$ cat src/rtl/sha_pkg.sv
// Shared constants, loader state encoding and address helper for the SHA-256 front end.
package sha_pkg;

  localparam int WORD_W        = 32;
  localparam int BLOCK_W       = 512;
  localparam int WORDS_PER_BLK = 16;
  localparam int WORD_BYTES    = 4;

  typedef enum logic [2:0] {
    IDLE    = 3'd0,
    FETCH   = 3'd1,
    DRAIN   = 3'd2,
    PRESENT = 3'd3,
    FIN     = 3'd4
  } ld_state_e;

  // Byte address of a word, counted from the job base; wraps modulo 2^32.
  function automatic logic [WORD_W-1:0] word_addr(input logic [WORD_W-1:0] base,
                                                  input logic [WORD_W-1:0] word_num);
    return base + (word_num * WORD_W'(WORD_BYTES));
  endfunction

endpackage

$ cat src/rtl/rd_lat_pipe.sv
// Delay line of read-request valid bits; its tail marks the cycle in which
// the matching read data is present on the memory data bus.
module rd_lat_pipe #(
  parameter int RD_LAT = 1
) (
  input  logic clk,
  input  logic reset,
  input  logic i_req,
  output logic o_cap_stb
);

  logic [RD_LAT-1:0] r_vld;

  // Shift the request tag along one stage per cycle.
  always_ff @(posedge clk or negedge reset) begin
    if (!reset) begin
      r_vld <= '0;
    end else begin
      r_vld[0] <= i_req;
      for (int k = 1; k < RD_LAT; k++) begin
        r_vld[k] <= r_vld[k-1];
      end
    end
  end

  assign o_cap_stb = r_vld[RD_LAT-1];

endmodule

$ cat src/rtl/rd_data2blk.sv
// Message loader for the SHA-256 core: reads num_blocks 512-bit blocks one
// word per cycle, packs them big-endian and hands each over on valid/ready.
module rd_data2blk
  import sha_pkg::*;
#(
  parameter int RD_LAT    = 1,
  parameter int MAX_BLK_W = 8
) (
  input  logic                 clk,
  input  logic                 reset,
  input  logic                 start,
  input  logic [WORD_W-1:0]    base_addr,
  input  logic [MAX_BLK_W-1:0] num_blocks,
  output logic                 en_r_datamem,
  output logic [WORD_W-1:0]    addr_rd,
  input  logic [WORD_W-1:0]    data_rd,
  output logic [BLOCK_W-1:0]   block_out,
  output logic                 block_valid,
  input  logic                 block_ready,
  output logic                 last_block,
  output logic                 busy,
  output logic                 done
);

  ld_state_e            r_state;
  logic [WORD_W-1:0]    r_base;
  logic [MAX_BLK_W-1:0] r_nblk;
  logic [MAX_BLK_W-1:0] r_blk_idx;
  logic [3:0]           r_word_idx;
  logic [3:0]           r_cap_cnt;
  logic                 w_cap_stb;
  logic                 w_blk_last;

  assign w_blk_last = (r_blk_idx == (r_nblk - MAX_BLK_W'(1)));

  rd_lat_pipe #(.RD_LAT(RD_LAT)) u_lat_pipe (
    .clk       (clk),
    .reset     (reset),
    .i_req     (en_r_datamem),
    .o_cap_stb (w_cap_stb)
  );

  // Tagged read data lands in slot r_cap_cnt; word 0 occupies the top bits.
  always_ff @(posedge clk or negedge reset) begin
    if (!reset) begin
      r_cap_cnt <= 4'd0;
      block_out <= '0;
    end else if (w_cap_stb) begin
      block_out[(WORDS_PER_BLK - 1 - int'(r_cap_cnt)) * WORD_W +: WORD_W] <= data_rd;
      r_cap_cnt <= r_cap_cnt + 4'd1;
    end
  end

  // Loader sequencing: fetch 16 words, wait for the tail, present, repeat.
  always_ff @(posedge clk or negedge reset) begin
    if (!reset) begin
      r_state      <= IDLE;
      r_base       <= '0;
      r_nblk       <= '0;
      r_blk_idx    <= '0;
      r_word_idx   <= 4'd0;
      en_r_datamem <= 1'b0;
      addr_rd      <= '0;
      block_valid  <= 1'b0;
      last_block   <= 1'b0;
      busy         <= 1'b0;
      done         <= 1'b0;
    end else begin
      case (r_state)
        IDLE: begin
          done <= 1'b0;
          if (start) begin
            busy <= 1'b1;
            if (num_blocks == '0) begin
              done    <= 1'b1;
              r_state <= FIN;
            end else begin
              r_base       <= base_addr;
              r_nblk       <= num_blocks;
              r_blk_idx    <= '0;
              r_word_idx   <= 4'd0;
              en_r_datamem <= 1'b1;
              addr_rd      <= base_addr;
              r_state      <= FETCH;
            end
          end
        end
        FETCH: begin
          if (r_word_idx == 4'd15) begin
            en_r_datamem <= 1'b0;
            r_word_idx   <= 4'd0;
            r_state      <= DRAIN;
          end else begin
            r_word_idx <= r_word_idx + 4'd1;
            addr_rd    <= word_addr(r_base, WORD_W'({r_blk_idx, r_word_idx + 4'd1}));
          end
        end
        DRAIN: begin
          if (w_cap_stb && (r_cap_cnt == 4'd15)) begin
            block_valid <= 1'b1;
            last_block  <= w_blk_last;
            r_state     <= PRESENT;
          end
        end
        PRESENT: begin
          if (block_ready) begin
            block_valid <= 1'b0;
            last_block  <= 1'b0;
            if (last_block) begin
              done    <= 1'b1;
              r_state <= FIN;
            end else begin
              // Next block starts right after the handshake; no prefetch overlap.
              r_blk_idx    <= r_blk_idx + MAX_BLK_W'(1);
              r_word_idx   <= 4'd0;
              en_r_datamem <= 1'b1;
              addr_rd      <= word_addr(r_base, WORD_W'({r_blk_idx + MAX_BLK_W'(1), 4'd0}));
              r_state      <= FETCH;
            end
          end
        end
        FIN: begin
          done    <= 1'b0;
          busy    <= 1'b0;
          r_state <= IDLE;
        end
        default: begin
          en_r_datamem <= 1'b0;
          block_valid  <= 1'b0;
          last_block   <= 1'b0;
          busy         <= 1'b0;
          done         <= 1'b0;
          r_state      <= IDLE;
        end
      endcase
    end
  end

endmodule

$ cat config.mk
export PLATFORM = sky130hd
export DESIGN_NAME = rd_data2blk
export DESIGN_NICKNAME = d
export VERILOG_FILES = /design/src/rtl/sha_pkg.sv /design/src/rtl/rd_lat_pipe.sv /design/src/rtl/rd_data2blk.sv
export SDC_FILE = /design/constraint.sdc
export NUM_CORES = 1
export LEC_CHECK = 0
export BUFFER_PORTS_ARGS = -buffer_cell sky130_fd_sc_hd__buf_2
export CAP_MARGIN = 20
export CORE_AREA = 2 2 245 247
export CTS_CLUSTER_DIAMETER = 120
export DETAILED_ROUTE_END_ITERATION = 12
export DIE_AREA = 0 0 247 249
export GPL_ROUTABILITY_DRIVEN = 0
export PLACE_DENSITY = 0.67
export REMOVE_ABC_BUFFERS = 1
export SETUP_SLACK_MARGIN = 0.15
export SLEW_MARGIN = 40
export SYNTH_ARGS = -nofsm -noshare
export SYNTH_HDL_FRONTEND = slang
export SYNTH_SLANG_ARGS = --single-unit
$ cat constraint.sdc
create_clock -name clk -period 8.5 [get_ports clk]
set_input_delay 0.85 -clock clk [delete_from_list [all_inputs] [get_ports clk]]
set_output_delay 0.85 -clock clk [all_outputs]
set_load 0.02 [all_outputs]
Yosys cells after proc, flatten, opt, wreduce, memory -nomap -nowiden
Index checks and enable logic that the tools add are counted.
{ "classes": {"add_sub_neg": 8, "multipliers": 0, "div": 0, "n_lt_le_gt_ge": 0, "n_eq_ne": 15, "n_shift": 2, "mux": 43, "n_bitwise": 5, "n_reduce_logical": 18} }
{ "op_table": {"columns": ["cell", "count"], "rows": [
  ["bitwise mux 512 bit", 1],
  ["variable shift 32 x 33 -> 512 bit (first input constant)", 1],
  ["variable part select 32 x 33 -> 512 bit", 1],
  ["2-to-1 mux 32 bit", 5],
  ["one-hot mux 32 bit (3 select lines)", 1],
  ["adder 32 x 14 -> 32 bit", 2],
  ["negation 10 -> 33 bit", 1],
  ["2-to-1 mux 8 bit", 4],
  ["2-to-1 mux 4 bit", 5],
  ["2-to-1 mux 3 bit", 6],
  ["inequality test 2 bit (second input constant)", 8],
  ["one-hot mux 8 bit (2 select lines)", 1],
  ["2-to-1 mux 1 bit", 13],
  ["one-hot mux 3 bit (4 select lines)", 1],
  ["one-hot mux 4 bit (3 select lines)", 1],
  ["AND reduction 6 bit", 2],
  ["AND reduction 5 bit", 2],
  ["one-hot mux 1 bit (3 select lines)", 3],
  ["AND reduction 3 bit", 3],
  ["adder 4 x 1 -> 4 bit (second input constant)", 2],
  ["adder 8 x 1 -> 8 bit (second input constant)", 1],
  ["== test 4 bit (second input constant)", 2],
  ["== test 8 bit", 1],
  ["logical NOT 8 bit", 1],
  ["other kinds (16)", 23]
]} }
{ "word_totals": {"register_bits": 609, "latchBits": 0, "ram_bits": 0, "mem_bits_ro": 0, "inputBits": 76, "output_inout_bits": 549, "word_cells": 105, "memories": 0} }

Longest topological paths before layout
Gate-level depths: netlist of run 1.
{ "logic_depth": {"ltp_word": 5, "ltp_mapped": 11} }

By module
Synthesis of run 1 repeated with hierarchy kept, for this count alone.
{ "hier_totals": {"cells_unflattened": 2652, "area_unflattened_um2": 25483.2} }
{ "by_module_without_submodules": {"columns": ["mod", "n_inst", "cells_each", "area_each_um2", "seq_area_each_um2"], "rows": [
  ["rd_data2blk", 1, 2651, 25458.2, 15214.6],
  ["rd_lat_pipe", 1, 1, 25.0, 25.0]
]} }

Worst setup path before layout of run 1
Ideal clock, no wire load.
{ "synth_path": {"path_type": "reg-to-reg", "from": "reg r_blk_idx[0]", "to": "reg addr_rd[28]", "setup_ps": 126, "arrival_ps": 2780, "required_ps": 8374, "path_slack_ps": 5594, "stages_incl_launch_ff": 12, "n_path_buf": 0, "synth_period_minus_slack_ps": 2906, "path_cell_list": "dfrtp_1 and3_1 and3_1 and3_1 xor2_1 ha_1 a21oi_1 nand2_1 o21ai_1 mux2i_1 o211ai_1 o32a_1"} }
{ "synth_via": {"elab_chain_len": 5, "elab_cells_between_ends": 7, "classes_between": "add/sub: 3; mux: 4"} }
{ "synth_lines": {"columns": ["item", "line_no", "text"], "rows": [
  ["from (decl)", "rd_data2blk.sv:28", "logic [MAX_BLK_W-1:0] r_blk_idx;"],
  ["from (signal assigned)", "rd_data2blk.sv:114", "r_blk_idx <= r_blk_idx + MAX_BLK_W'(1);"],
  ["adder 8 x 1 -> 8 bit", "rd_data2blk.sv:117", "addr_rd <= word_addr(r_base, WORD_W'({r_blk_idx + MAX_BLK_W'(1), 4'd0}));"],
  ["adder 32 x 14 -> 32 bit", "sha_pkg.sv:20", "return base + (word_num * WORD_W'(WORD_BYTES));"],
  ["2-to-1 mux 32 bit", "rd_data2blk.sv:109", "if (last_block) begin"],
  ["2-to-1 mux 32 bit", "rd_data2blk.sv:106", "if (block_ready) begin"],
  ["one-hot mux 32 bit (3 select lines) *", "rd_data2blk.sv:69", "case (r_state)"],
  ["to (signal assigned)", "rd_data2blk.sv:83", "addr_rd <= base_addr;"],
  ["to (signal assigned)", "rd_data2blk.sv:95", "addr_rd <= word_addr(r_base, WORD_W'({r_blk_idx, r_word_idx + 4'd1}));"],
  ["to (signal assigned)", "rd_data2blk.sv:117", null],
  ["to (decl)", "rd_data2blk.sv:15", "output logic [WORD_W-1:0] addr_rd,"]
]} }
Every way passes the cells marked *; elsewhere a longest branch is shown, timed or not. The select of a mux whose other input is x is not followed.
A chain may end at the register's enable or synchronous reset.

Worst setup path after layout of run 1
Same ends and word-level chain as after synthesis.

==> results of run 1 <==
worst paths after layout:
check                            endpoint  depth (start not counted)
min in group clk            block_out[31]                          2
hold / removal                addr_rd[19]                          1
hold reg to reg             block_out[31]                          2
setup / recovery              addr_rd[28]                         11
max in group asynchronous  block_out[290]                          4
setup reg to reg              addr_rd[28]                         11
sequential cells by signal (all words and copies together), names as in the netlist:
| signal | flops |
|---|---|
| block_valid | 1 |
| r_state | 3 |
| addr_rd | 32 |
| u_lat_pipe.o_cap_stb | 1 |
| r_base | 32 |
| last_block | 1 |
| en_r_datamem | 1 |
| r_word_idx | 4 |
| r_cap_cnt | 4 |
| done | 1 |
| r_nblk | 8 |
| busy | 1 |
| r_blk_idx | 8 |
| block_out | 512 |
critical path, delay by kind of cell, from the launching register on:
| family | cells | cell delay (ns) |
|---|---|---|
| simple gates | 4 | 0.82 |
| xor+xnor | 1 | 0.20 |
| fa+ha+maj | 1 | 0.32 |
| flops | 1 | 0.47 |
| mux | 1 | 0.27 |
| compound gates | 4 | 1.16 |
cells in the final DEF (no fill, tap or decap), types with 6 or more instances in the layout:
cell / Yosys / routed
and2_1: 7 / 6
o211ai_1: 10 / 10
clkinv_2: 0 / 6
clkbuf_16: 0 / 68
mux2i_1: 13 / 13
xor2_1: 16 / 16
nor4_1: 11 / 11
buf_2: 6 / 623
a31oi_1: 15 / 14
nand2_1: 789 / 773
nand2_2: 0 / 11
ha_1: 27 / 27
clkbuf_1: 153 / 16
clkbuf_8: 4 / 14
inv_1: 16 / 16
nand3_1: 54 / 54
dfrtp_1: 609 / 609
buf_4: 3 / 19
nand4_1: 10 / 10
a21o_1: 8 / 8
o21ai_0: 529 / 529
nand2b_1: 9 / 9
mux2_2: 42 / 42
xnor2_1: 30 / 30
a21oi_1: 42 / 42
nor3_1: 16 / 15
or4_1: 6 / 6
nor2b_1: 11 / 9
a221oi_1: 13 / 13
a211oi_1: 7 / 7
nor2_1: 59 / 56
and3_1: 16 / 16
area by class of cell:
cell class | count | area [µm²] | share of cell area (%)
timing repair buffer | 657 | 3550 | 11.3
clock buffer | 98 | 1950 | 6.21
sequential | 609 | 15200 | 48.4
clock inverter | 20 | 260 | 0.826
tap | 773 | 967 | 3.07
inverter | 16 | 60.1 | 0.191
multi-input combinational | 1824 | 9460 | 30.0
kinds of logic (layout without fill, tap and decap cells):
family                     after synthesis  in the layout  share of synthesized area [%]
and+or+nand+nor                       1018           1018                           16.6
muxes                                   55             55                           2.38
AOI/OAI and AO/OA                      676            676                           14.7
adders and majority gates               29             29                           1.49
xor gates and xnor gates                46             46                           1.59
DFF                                    609            609                           60.2
buffers and inverters                  184            791                           2.99
report_power, final:
group / switching, µW / internal [µW]
Sequential: 848 / 4130
Combinational: 4380 / 1900
Clock: 1220 / 1710
Total: 6440 / 7730
metrics by stage:
step           area (µm²)  power (µW)  hold WS (ns)  setup WS, ns  cells
4_1_cts             31400       14200         0.223          5.17   3993
3_5_place_dp        29200       11300         0.449          5.21   3875
3_3_place_gp        29000       11000         0.437          5.26   3870
2_1_floorplan       24600        8460         0.479          3.08   2449
5_1_grt             31500       15000         0.255          4.93   3997
6_report            31500       14200         0.213          5.14   3997
per-layer routing:
metal	vias up	global-route usage [%]	wire [µm]
met2	940	47.8	43700
met4	4	14.0	4450
li1	10020	-	-
met1	10860	35.3	34300
met3	211	7.07	7580
met5	-	0	27
==> out/metrics.yaml, run 1 <==
status: "completed"
min_period_over_period_pct: 39.5
dieArea_um2: 61500
worst_pin_slew_ns: 0.807
maxSlewHeadroom_pct: 46.2
n_fill_cell: 5181
chipWidth_um: 247
synth.area.top_cells: "dfrtp_1 (60%), nand2_1 (12%), o21ai_0 (10%), clkbuf_1 (2.3%), mux2_2 (1.9%)"
h-tree-depth: 3
cts_max_path_buffers: 3
cts_inserted_buffers: 68
tns_ns: 0
synthFlopType: "dfrtp_1"
rr_startpoint: "r_blk_idx[0]"
core_um2: 58700
drtIter0Drc: 1817
synth-edff-count: 0
first_pass_iters: 6
criticalPathCategory: "reg -> reg"
fin_util_pct: 53.7
rrSetupSlack_ns: 5.14
worstSetupEndpointType: "flop"
startpoint: "r_blk_idx[0]"
detailed_place_hpwl_um: 65700
finClkSkew_ns: 0.0169
synthesis.yosys.warnings: 0
hp-class: "in -> async"
cts-root-buf: "clkbuf_16"
rows: 89
post-cts-setup-buffer-count: 0
area_growth_pct: 24.4
ys_ff_latch: 609
wirelength_um: 90100
yosysMostFrequentCell: "nand2_1"
worstPathCellList: "and3_1 > and3_1 > and3_1 > xor2_1 > ha_1 > a21oi_1 > nand2_1 > o21ai_1 > mux2i_1 > o211ai_1 > o32a_1"
synth_top_cells_by_count: "nand2_1 (789), dfrtp_1 (609), o21ai_0 (529), clkbuf_1 (153), nor2_1 (59)"
path_common_cell: "and3_1"
vias: 22035
powerDensity_nw_per_um2: 450
synth_area_um2: 25300
cp_slowest_stage_delay_ns: 0.47
start_util_pct: 43.1
avgSynthCellArea_um2: 9.67
grt_max_degree: 159
yosysTopAreaCellShare_pct: 60.2
fin_nets: 3281
synthCells: 2617
drt-wirelength-per-cell_um: 22.5
clock_sinks: 609
n_antenna_cell: 0
via_per_inst: 5.51
max_cap_violations: 0
post_synth_num_cell_types: 72
required_ns: 8.99
synth_seq_area_share_pct: 60.2
irDropWorstVdd_uv: 235
cp_max_fo: 8
grt_pass1_wl_um: 135000
io_buffers: 624
period_minus_slack_ns: 3.36
hold_viol: 0
drive_gt1_share_pct: 26.2
power_leakage_uw: 0.0157
hold_buffers: 0
grt_use_total_pct: 28.9
crit_path_start_kind: "flop"
rsz0062_at_grt: "false"
grt_pass1_vias: 21393
grt_antenna_before_repair: 2
yosys.area.top_type: "dfrtp_1"
die_h_um: 249
cp_slowest_cell: "dfrtp_1"
path_clk_slew_ns: 0.06
ios: 625
slew_viol_final: 0
drc: 0
postRouteAntennaNets: 0
setup_violations: 0
worstPathArrival_ns: 3.84
clk_latency_ns: 0.62
cts_tree: "done"
fmax_mhz: 298
synthArstFlopShare_pct: 100
cts_resized: 0
grt_overflow_total: 0
Power figures use the tool's default switching activity.
==> run 2: changes to the inputs <==
ABC_AREA = 1   (was default)
PLACE_DENSITY = 0.72   (was 0.67)
clock period = 2.88 ns   (was 8.5 ns; I/O delays follow)
==> out/metrics.yaml, run 2 <==
grt_antenna_before_repair: 10
crit_path_start_kind: "flop"
irDropWorstVdd_uv: 793
largest-register: "block_out"
cp_slowest_cell: "dfrtp_1"
mostFrequentLayoutCells: "nand2_1 (1,107), buf_2 (623), dfrtp_1 (608)"
drtIter0Drc: 2272
yosysTopAreaCellShare_pct: 56.6
io_buffers: 624
synthFlopType: "dfrtp_1"
fin_util_pct: 58.2
synthesis.yosys.warnings: 0
cts_tree: "done"
die_h_um: 249
hold_depth: 3
avgSynthCellArea_um2: 8.49
chipWidth_um: 247
sw_frac_of_total_pct: 47.2
drt-wirelength-per-cell_um: 21.2
synthArstFlopShare_pct: 100
h-tree-depth: 3
p_sw_uw: 21000
drc: 0
post_synth_num_cell_types: 45
fmax_mhz: 383
synth_seq_area_share_pct: 56.6
worstSetupEndpointType: "flop"
finClkSkew_ns: 0.0160
synth-edff-count: 0
synthCells: 3170
path_common_cell: "nand2_1"
tns_ns: 0
worstPathCellList: "buf_4 > ha_2 > nand3_2 > nor2_1 > nand2_1 > xor2_1 > inv_1 > ha_4 > nand2_1 > nor2_2 > nand2_1 > nand2_4 > nand3_1 > nand3_1 > nand2_1 > nor2_1 > nor2_1"
synth_area_um2: 26900
path_clk_slew_ns: 0.07
period_minus_slack_ns: 2.61
setup_slack_ns: 0.270
critical_path_buf_inv_count: 2
reg.largest.list: "block_out: 512 flops, addr_rd: 32 flops, r_base: 32 flops"
pwr-share-comb_pct: 47.2
hold_viol: 0
cp_slowest_stage_delay_ns: 0.36
detailed_place_hpwl_um: 71800
hp-class: "in -> reg"
area_growth_pct: 27.0
layout_commonest_cell: "nand2_1"
drive_gt1_share_pct: 23.5
grt_max_degree: 86
postRouteAntennaNets: 0
ios: 625
core_um2: 58700
largest_reg_flops: 512
powerDensity_nw_per_um2: 1300
cts_max_path_buffers: 3
start_util_pct: 45.9
grt_overflow_total: 0
max_cap_violations: 0
cts_inserted_buffers: 67
critPathTopFamily: "simple AND/OR/NAND/NOR gates"
setup_violations: 0
required_ns: 3.37
intPower_uw: 23400
synth_top_cells_by_count: "nand2_1 (1,115), dfrtp_1 (609), inv_1 (304), nor2_1 (241), o21ai_0 (225)"
clk_latency_ns: 0.62
criticalPathCategory: "reg -> reg"
dieArea_um2: 61500
p_seq_share_pct: 33.3
fin_nets: 3967
first_pass_iters: 6
status: "completed"
grt_pass1_vias: 23643
rsz0062_at_grt: "true"
clock_sinks: 609
cts-root-buf: "clkbuf_16"
yosys.area.top_type: "dfrtp_1"
dp_slack_ns: 0.120
grt_use_total_pct: 31.8
synth.area.top_cells: "dfrtp_1 (57%), nand2_1 (16%), inv_1 (4.2%), o21ai_0 (4.2%), nor2_1 (3.4%)"
yosysMostFrequentCell: "nand2_1"
rows: 89
worstPathArrival_ns: 3.10
via_per_inst: 5.29
maxSlewHeadroom_pct: 41.5
min_period_over_period_pct: 90.6
cp_max_fo: 7
grt_pass1_wl_um: 148000
worst_pin_slew_ns: 0.871
slew_viol_final: 0
cp_num_cells: 17
power_leakage_uw: 0.0188
vias: 24831
clkPwrFrac_pct: 19.5
ys_ff_latch: 609
reg2reg_depth: 17
wirelength_um: 99800
==> run 2: routing by layer <==
metal	wire length [µm]	share of wire [%]	global-route usage, %	vias to the layer above
met5	35	0.035	0	-
met4	5200	5.2	15.4	6
met3	9230	9.3	7.29	242
met2	48000	48	52.6	1197
met1	37300	37	39.2	11982
li1	-	-	-	11404
==> run 2: cell families (layout without fill, tap and decap cells) <==
family                     Yosys count  after routing  synth area share, %
AOI/OAI and AO/OA                  383            383                 7.64
xor gates and xnor gates            19             19                0.618
adders and majority gates           29             29                 1.40
buffers and inverters              460           1205                 6.76
DFF                                609            609                 56.6
muxes                               72             72                 3.01
other                                0              8                    0
and+or+nand+nor                   1598           1598                 23.9
==> run 2: per-stage QoR <==
stage          total power (µW)  hold WS [ns]  cells  cell area, µm²
6_report                  44400        0.0345   4696           34200
4_1_cts                   44200        0.0189   4684           34000
3_5_place_dp              35300         0.319   4490           31000
3_3_place_gp              34900         0.311   4490           31000
5_1_grt                   46800        0.0622   4693           34200
2_1_floorplan             26500      -0.00759   3030           26300
==> run 2: power groups by stage <==
stage	logic [µW]	clock network, µW	registers (µW)
6_report	21000	8670	14800
5_1_grt	22600	9070	15100
4_1_cts	20800	8730	14700
3_5_place_dp	20600	0	14700
3_3_place_gp	20300	0	14600
2_1_floorplan	7850	0	18600
==> run 2: timing repair <==
item	in CTS	in global routing
pin swaps	0	9
hold buffers	72	0
resized for setup	1	33
endpoints found under the setup margin	2	33
endpoints found under the hold margin	128	0
buffers inserted	0	4
==> run 2: path summary, 6_finish.rpt <==
path                                    from                    to  slack (ns)
max in group asynchronous              reset        block_out[385]        1.70
worst max-delay path            r_blk_idx[1]           addr_rd[31]        0.27
worst max register to register  r_blk_idx[1]           addr_rd[31]        0.27
worst min-delay path            base_addr[6]             r_base[6]        0.03
worst min register to register  en_r_datamem  u_lat_pipe.o_cap_stb        0.41
min in group asynchronous              reset        block_out[150]        0.25
==> run 2: area by class of cell <==
| class | instances | area (µm²) |
|---|---|---|
| multi-input cells | 2101 | 10000 |
| flip-flops and latches | 609 | 15200 |
| well taps | 773 | 967 |
| clock inverters | 27 | 265 |
| inverters | 320 | 1200 |
| diodes | 8 | 20.0 |
| repair buffers | 763 | 4510 |
| clock buffers | 95 | 1930 |
| fillers | 5206 | 24500 |
==> run 2: worst min-delay path: stages <==
cell and delay, ns:
buf_2 0.07, inv_1 0.06, o21ai_0 0.16
==> run 3: changes to the inputs <==
CORE_AREA = 2 2 240 242   (was 2 2 245 247)
DIE_AREA = 0 0 242 244   (was 0 0 247 249)
RECOVER_POWER = 50   (was default)
clock period = 2.5 ns   (was 2.88 ns; I/O delays follow)
==> out/metrics.yaml, run 3 (synthesis results as in run 2) <==
drtIter0Drc: 2641
sw_frac_of_total_pct: 47.1
worst_pin_slew_ns: 1.75
min_period_over_period_pct: 104
cts_tree: "done"
via_per_inst: 5.36
criticalPathCategory: "reg -> reg"
clock_sinks: 609
wirelength_um: 101000
irDropWorstVdd_uv: 819
layout_commonest_cell: "nand2_1"
rows: 87
hold_viol: 0
required_ns: 2.99
clkPwrFrac_pct: 19.3
drive_gt1_share_pct: 19.7
dp_slack_ns: -0.187
setup_violations: 19
grt_antenna_before_repair: 6
pwr-share-comb_pct: 47.6
start_util_pct: 47.9
ios: 625
hp-class: "in -> reg"
intPower_uw: 27500
mostFrequentLayoutCells: "nand2_1 (1,094), dfrtp_1 (606), buf_2 (364)"
period_minus_slack_ns: 2.60
p_sw_uw: 24500
whs_ns: 0.0701
setup_slack_ns: -0.0981
cts_inserted_buffers: 66
postRouteAntennaNets: 0
tns_ns: -1.06
powerDensity_nw_per_um2: 1480
cp_max_fo: 5
fmax_mhz: 385
worstPathArrival_ns: 3.08
status: "complete, but fails checks"
grt_use_total_pct: 33.2
finClkSkew_ns: 0.0205
area_growth_pct: 30.1
grt_max_degree: 73
n_fill_cell: 4794
grt_use_met3_pct: 7.36
max_cap_violations: 1
p_seq_share_pct: 33.1
ff_latch_area_um2: 15200
largest_reg_flops: 512
fin_nets: 4034
h-tree-depth: 3
grt_pass1_vias: 24237
grt_pass1_wl_um: 150000
drt-wirelength-per-cell_um: 21.4
first_pass_iters: 6
maxSlewHeadroom_pct: -16.8
detailed_place_hpwl_um: 71700
use_met1_pct: 40.9
path_clk_slew_ns: 0.06
die_h_um: 244
power_leakage_uw: 0.0184
rsz0062_at_grt: "true"
vias: 25370
core_um2: 56200
grt-busiest-layer: "met2"
crit_path_start_kind: "flop"
clk_latency_ns: 0.60
largest-register: "block_out"
reg.largest.list: "block_out: 512 flops, addr_rd: 32 flops, r_base: 32 flops"
io_buffers: 624
multi_input_area_um2: 10400
grt_overflow_total: 0
use_met2_pct: 55.5
chipWidth_um: 242
slew_viol_final: 55
drc: 0
cts_max_path_buffers: 3
dieArea_um2: 59000
failed_checks: "max-capacitance violations, max-slew violations, negative setup slack"
cts-root-buf: "clkbuf_16"
worstSetupEndpointType: "flop"
==> run 3: path summary, 6_finish.rpt <==
kind	start	to	slack (ns)	cells past startpoint
max	r_blk_idx[1]	addr_rd[29]	-0.1	19
min	data_rd[17]	block_out[273]	0.07	3
max reg2reg	r_blk_idx[1]	addr_rd[29]	-0.1	19
min reg2reg	en_r_datamem	u_lat_pipe.o_cap_stb	0.42	0
max in group asynchronous	reset	block_out[189]	0.28	3
min in group asynchronous	reset	block_out[26]	0.63	2
==> run 3: layout make-up <==
cell class / instances / area share [%]
flip-flops and latches: 609 / 43.5
multi-input cells: 2101 / 29.7
repair buffers: 831 / 14.3
clock buffers: 93 / 5.55
inverters: 320 / 3.51
well taps: 756 / 2.70
clock inverters: 17 / 0.736
diodes: 3 / 0.0214
==> run 3: critical path, stage by stage (launching register included) <==
cell and delay (ns):
dfrtp_1 0.39, buf_6 0.13, ha_4 0.13, nand3_2 0.10
nor2_2 0.12, nand2_1 0.12, xor2_2 0.20, inv_1 0.10
ha_4 0.33, nand2_2 0.09, nor2_2 0.12, nand2_1 0.12
nand3_4 0.10, nand2_1 0.08, nand2_1 0.06, nand2_1 0.04
nand3_1 0.06, nand3_1 0.06, nand2_1 0.07, inv_1 0.04
==> run 3: power groups by stage <==
stage / clock network [µW] / logic (µW) / registers (µW)
after detailed placement: 0 / 23900 / 17100
final: 10000 / 24800 / 17200
after floorplan: 0 / 8980 / 21300
after CTS: 10100 / 24400 / 17000
after global placement: 0 / 23600 / 17000
after global routing: 10500 / 26700 / 17600
==> run 3: through the flow <==
stage	total power, µW	cell area [µm²]	instances	utilization, %
4_1_cts	51500	34700	4701	61.7
2_1_floorplan	30300	26300	3030	-
6_report	52000	35000	4730	62.4
3_3_place_gp	40600	31400	4512	56.0
5_1_grt	54800	35000	4730	62.4
3_5_place_dp	41000	31400	4512	56.0
==> run 3: layer usage <==
layer,vias up,wire length (µm),part of all wire [%]
met5,-,44,0.043
met3,263,9260,9.1
met1,12237,37800,37
met2,1341,49100,48
met4,6,5270,5.2
li1,11523,-,-
==> run 3: timing repair <==
action | 4_1_cts | 5_1_grt
hold buffers | 73 | 0
endpoints found under the hold margin | 123 | 0
pin swaps | 13 | 35
buffers inserted | 6 | 19
endpoints found under the setup margin | 160 | 381
gates cloned | 0 | 7
gates resized for setup | 60 | 95
